<file path="config.mk">
export PLATFORM = sky130hd
export DESIGN_NAME = imem_loader
export DESIGN_NICKNAME = d
export VERILOG_FILES = /design/src/rtl/imem_pkg.sv /design/src/rtl/imem_loader.sv
export SDC_FILE = /design/constraint.sdc
export NUM_CORES = 1
export LEC_CHECK = 0
export CAP_MARGIN = 20
export CORE_UTILIZATION = 50
export CTS_BUF_LIST = sky130_fd_sc_hd__clkbuf_4 sky130_fd_sc_hd__clkbuf_8
export DETAILED_ROUTE_END_ITERATION = 10
export PLACE_DENSITY = 0.74
export SLEW_MARGIN = 20
export SYNTH_ARGS = -nofsm -noshare
export SYNTH_HDL_FRONTEND = slang
export SYNTH_SLANG_ARGS = --single-unit
</file>
<file path="constraint.sdc">
create_clock -name clk -period 2.92 [get_ports clk]
set_input_delay 0.73 -clock clk [delete_from_list [all_inputs] [get_ports clk]]
set_output_delay 0.73 -clock clk [all_outputs]
set_load 0.02 [all_outputs]
</file>
<file path="src/rtl/imem_pkg.sv">
// imem_pkg: shared instruction-memory geometry and loader state encoding
package imem_pkg;
    localparam int DEPTH = 32;
    localparam int ADDR_W = 5;
    localparam logic [7:0] SYNC_BYTE = 8'hA5;
    typedef enum logic [2:0] {IDLE, COUNT, LO, HI, WRITE, CHECK} state_t;
endpackage

</file>
<file path="src/rtl/imem_loader.sv">
// imem_loader: framed byte-stream loader writing 16-bit little-endian entries
// into the instruction store, with XOR checksum and core hold during a load.
module imem_loader
    import imem_pkg::*;
(
    input  logic              clk,
    input  logic              rst_n,
    input  logic [7:0]        in_data,
    input  logic              in_valid,
    output logic              in_ready,
    output logic              mem_we,
    output logic [ADDR_W-1:0] mem_addr,
    output logic [15:0]       mem_wdata,
    output logic              core_hold,
    output logic              load_done,
    output logic              load_err
);
    state_t          state;
    logic [ADDR_W:0] n;
    logic [ADDR_W:0] idx;
    logic [7:0]      lo;
    logic [7:0]      csum;
    logic            acc;

    assign acc = in_valid && in_ready;

    always_ff @(posedge clk or negedge rst_n) begin
        if (!rst_n) begin
            state     <= IDLE;
            n         <= '0;
            idx       <= '0;
            lo        <= '0;
            csum      <= '0;
            in_ready  <= 1'b1;
            mem_we    <= 1'b0;
            mem_addr  <= '0;
            mem_wdata <= '0;
            core_hold <= 1'b0;
            load_done <= 1'b0;
            load_err  <= 1'b0;
        end else begin
            mem_we    <= 1'b0;
            load_done <= 1'b0;
            load_err  <= 1'b0;
            in_ready  <= 1'b1;
            // lags the state by one cycle, so it drops just after returning to IDLE
            core_hold <= state != IDLE;
            case (state)
                IDLE: if (acc && in_data == SYNC_BYTE) state <= COUNT;
                COUNT: if (acc) begin
                    if (in_data == 8'd0 || in_data > 8'(DEPTH)) begin
                        load_err <= 1'b1;
                        state    <= IDLE;
                    end else begin
                        n     <= in_data[ADDR_W:0];
                        idx   <= '0;
                        csum  <= '0;
                        state <= LO;
                    end
                end
                LO: if (acc) begin
                    lo    <= in_data;
                    csum  <= csum ^ in_data;
                    state <= HI;
                end
                HI: if (acc) begin
                    mem_wdata <= {in_data, lo};
                    mem_addr  <= idx[ADDR_W-1:0];
                    mem_we    <= 1'b1;
                    in_ready  <= 1'b0;
                    csum      <= csum ^ in_data;
                    state     <= WRITE;
                end
                WRITE: begin
                    idx   <= idx + 1'b1;
                    state <= (idx + 1'b1 == n) ? CHECK : LO;
                end
                CHECK: if (acc) begin
                    load_done <= in_data == csum;
                    load_err  <= in_data != csum;
                    state     <= IDLE;
                end
                default: state <= IDLE;
            endcase
        end
    end
endmodule

</file>
==> results.py <==
metrics = {
    "clock_tree": {
        "clk_pin_slew_ns": 0.06,
        "cts_buffers": 9,
        "cts_tree": "yes",
        "cts_post_setup_buffers_inserted": 0,
        "cts_hold_buf": 0,
        "root_buffer": "clkbuf_8",
        "cts_resized": 0,
        "clk_latency_ns": 0.32,
        "clock-sinks": 57,
        "clk_path_buf_depth": 2,
        "cts_htree_levels": 3,
    },
    "route": {
        "drt.antenna.violating_nets": 0,
        "drt_iter0_drc": 182,
        "viasPerCell": 5.33,
        "wirelength_mm": 5.29,
        "routed-via-count": 1928,
        "wl_per_cell_um": 14.6,
        "drc": 0,
        "first_pass_iters": 4,
    },
    "critical_path": {
        "worstPathMaxFanout": 8,
        "worstSetupStartpointType": "primary input",
        "crit_arrival_ns": 2.76,
        "worstSetupPathType": "primary input to register",
        "cp-end-kind": "register",
        "required_ns": 3.13,
    },
    "die": {
        "num_rows": 26,
        "ios": 37,
        "die_area_mm2": 0.00559,
        "die_h_um": 74.8,
        "die_w_um": 74.8,
        "coreArea_mm2": 0.00511,
        "initial_core_util_pct": 51.8,
    },
    "sta": {
        "tns_ns": 0,
        "fin_crit_sh_pct": 87.5,
        "worst_slew_pin_slew_ns": 0.640,
        "rsz0062_at_grt": "no",
        "skew_ns": 0.00704,
        "slew_headroom_pct": 57.3,
        "slew_violations": 0,
        "hold_violations": 0,
        "max_freq_ghz": 0.391,
        "setup_viol": 0,
        "min_period_ns": 2.55,
    },
    "pwr": {
        "power.density_mw_per_mm2": 614,
        "p_switching_mw": 0.554,
        "seq_power_share_pct": 48.2,
        "intPower_mw": 1.50,
        "p_leak_nw": 1.54,
        "sw_frac_of_total_pct": 26.9,
        "ir_worst_vdd_mv": 0.395,
        "combPwrFrac_pct": 16.9,
        "clock_power_share_pct": 34.8,
    },
    "logic_synthesis": {
        "synth_edf_count": 0,
        "synth_cell_types": 42,
        "syn-num-nets": 249,
        "synthFlopType": "dfrtp_1",
        "synth_area_per_cell_um2": 11.2,
        "synth-warning-count": 0,
        "netlist_area_mm2": 0.00265,
        "ys_seq_elements": 57,
        "ys_seq_area_share_pct": 53.9,
        "postSynthCellCount": 237,
        "async_flop_share_pct": 100,
    },
    "placement": {
        "finalWeightedCongestion": 0.870,
        "portBuffers": 36,
        "dp_hpwl_mm": 3.74,
        "placedCellCount": 346,
    },
    "final_layout": {
        "antennaDiodeCount": 0,
        "fin_cells": 362,
        "area_delta_synth_final_pct": 26.6,
        "drive_above_1_share_pct": 20.9,
        "final_nets": 299,
    },
    "global_route": {
        "grt_pass1_wl_mm": 8.74,
        "antenna_found_initial": 0,
        "grt_pass1_vias": 1734,
        "grt_usage_pct": 21.8,
        "grt_max_degree": 30,
        "grt.overflow.total": 0,
    },
    "flow_run": {
        "max-cap-violations": 0,
    },
    "min_path": {
        "hold_class": "primary input to async pin",
    },
    "outcome": {
        "status": "finished clean",
    },
}
cell usage in the layout, fill, tap and decap left out, drive strengths merged, types with 6 or more instances in the layout:
cell / count
clkbuf: 10
xnor2: 14
o2bb2ai: 6
dfrtp: 56
mux2: 24
nor3: 10
clkdlybuf4s50: 35
nand3b: 7
o21ai: 6
nand2: 37
nor2: 6
buf: 13
a21oi: 14
Yosys cell counts (2+ instances only):
library cell  instances  area (um2)
mux2_2               18         203
nand2_1              37         139
xnor2_1              14         123
nor4_1                3        18.8
nand3b_1              7        52.6
nand3_1               4        20.0
or3_1                 4        25.0
xor2_1                4        35.0
inv_1                 4        15.0
dfrtp_1              56        1400
a21o_1                5        37.5
o2bb2ai_1             6        52.6
nor3_1                9        45.0
o21ai_0               4        20.0
a21oi_1              12        60.1
nor2b_1               2        12.5
clkbuf_1              8        30.0
nand2b_1              5        31.3
nand4_1               2        12.5
nor2_1                6        22.5
mux2_4                6        90.1
flip-flops by register name (all words and copies together), names as in the netlist:
name       flops
mem_wdata     16
mem_we         1
lo             8
load_done      1
csum           8
load_err       1
state          3
core_hold      1
mem_addr       5
idx            6
in_ready       1
n              6
routing by layer:
layer / vias to the layer above / part of all wire, % / track usage, % / wire, um
li1: 924 / - / - / -
met4: 0 / 1.4 / 10.1 / 74
met2: 36 / 47 / 32.3 / 2500
met3: 6 / 3.1 / 4.42 / 163
met1: 962 / 48 / 30.8 / 2550
met5: - / 0 / 0 / 0
cells by family after synthesis:
kind of cell | synth area share, %
XOR/XNOR | 5.96
flip-flops | 53.9
buffers and inverters | 2.13
multiplexers | 11.4
AND/OR/NAND/NOR | 16.5
adder cells (fa/ha/maj) | 0.473
AO/OA/AOI/OAI | 9.50
power groups by stage:
stage | Combinational [mW] | Sequential (mW) | Clock [mW]
floorplan | 0.241 | 0.990 | 0
global placement | 0.341 | 1.00 | 0
detailed placement | 0.350 | 1.01 | 0
CTS | 0.351 | 0.991 | 0.735
global route | 0.383 | 1.01 | 0.771
finish | 0.348 | 0.993 | 0.717
through the flow:
step	total power, mW	setup WS [ns]	util [%]	hold slack, ns	cell area (um2)
after global placement	1.34	0.0670	61.8	0.452	3150
after floorplan	1.23	0.545	-	0.434	2650
after CTS	2.08	0.367	65.6	0.441	3350
after global routing	2.17	0.333	65.6	0.480	3350
after detailed placement	1.36	0.0163	61.8	0.456	3150
final	2.06	0.365	65.6	0.427	3350
worst max-delay path: stages:
cell and delay, ns:
clkdlybuf4s50_1 0.53, or4b_1 0.46, or3_4 0.38, a21oi_4 0.34, mux2_4 0.33
worst paths after layout:
kind                       startpoint       endpoint  slack (ns)  cells past startpoint
setup reg to reg             state[2]           n[1]        0.73                      4
setup / recovery           in_data[5]           n[1]        0.37                      5
min in group clk                lo[1]   mem_wdata[1]        0.47                      2
max in group asynchronous       rst_n       in_ready        1.85                      2
hold reg to reg                 lo[1]   mem_wdata[1]        0.47                      2
hold / removal                  rst_n  mem_wdata[11]        0.43                      1
cell type report:
class / instances / area [um2]
inverter: 5 / 18.8
clock buffer: 10 / 138
tap: 70 / 87.6
fill: 407 / 1760
clock inverter: 6 / 57.6
timing repair buffer: 48 / 458
multi-input combinational: 166 / 1160
sequential: 57 / 1430
Power figures use the tool's default switching activity.
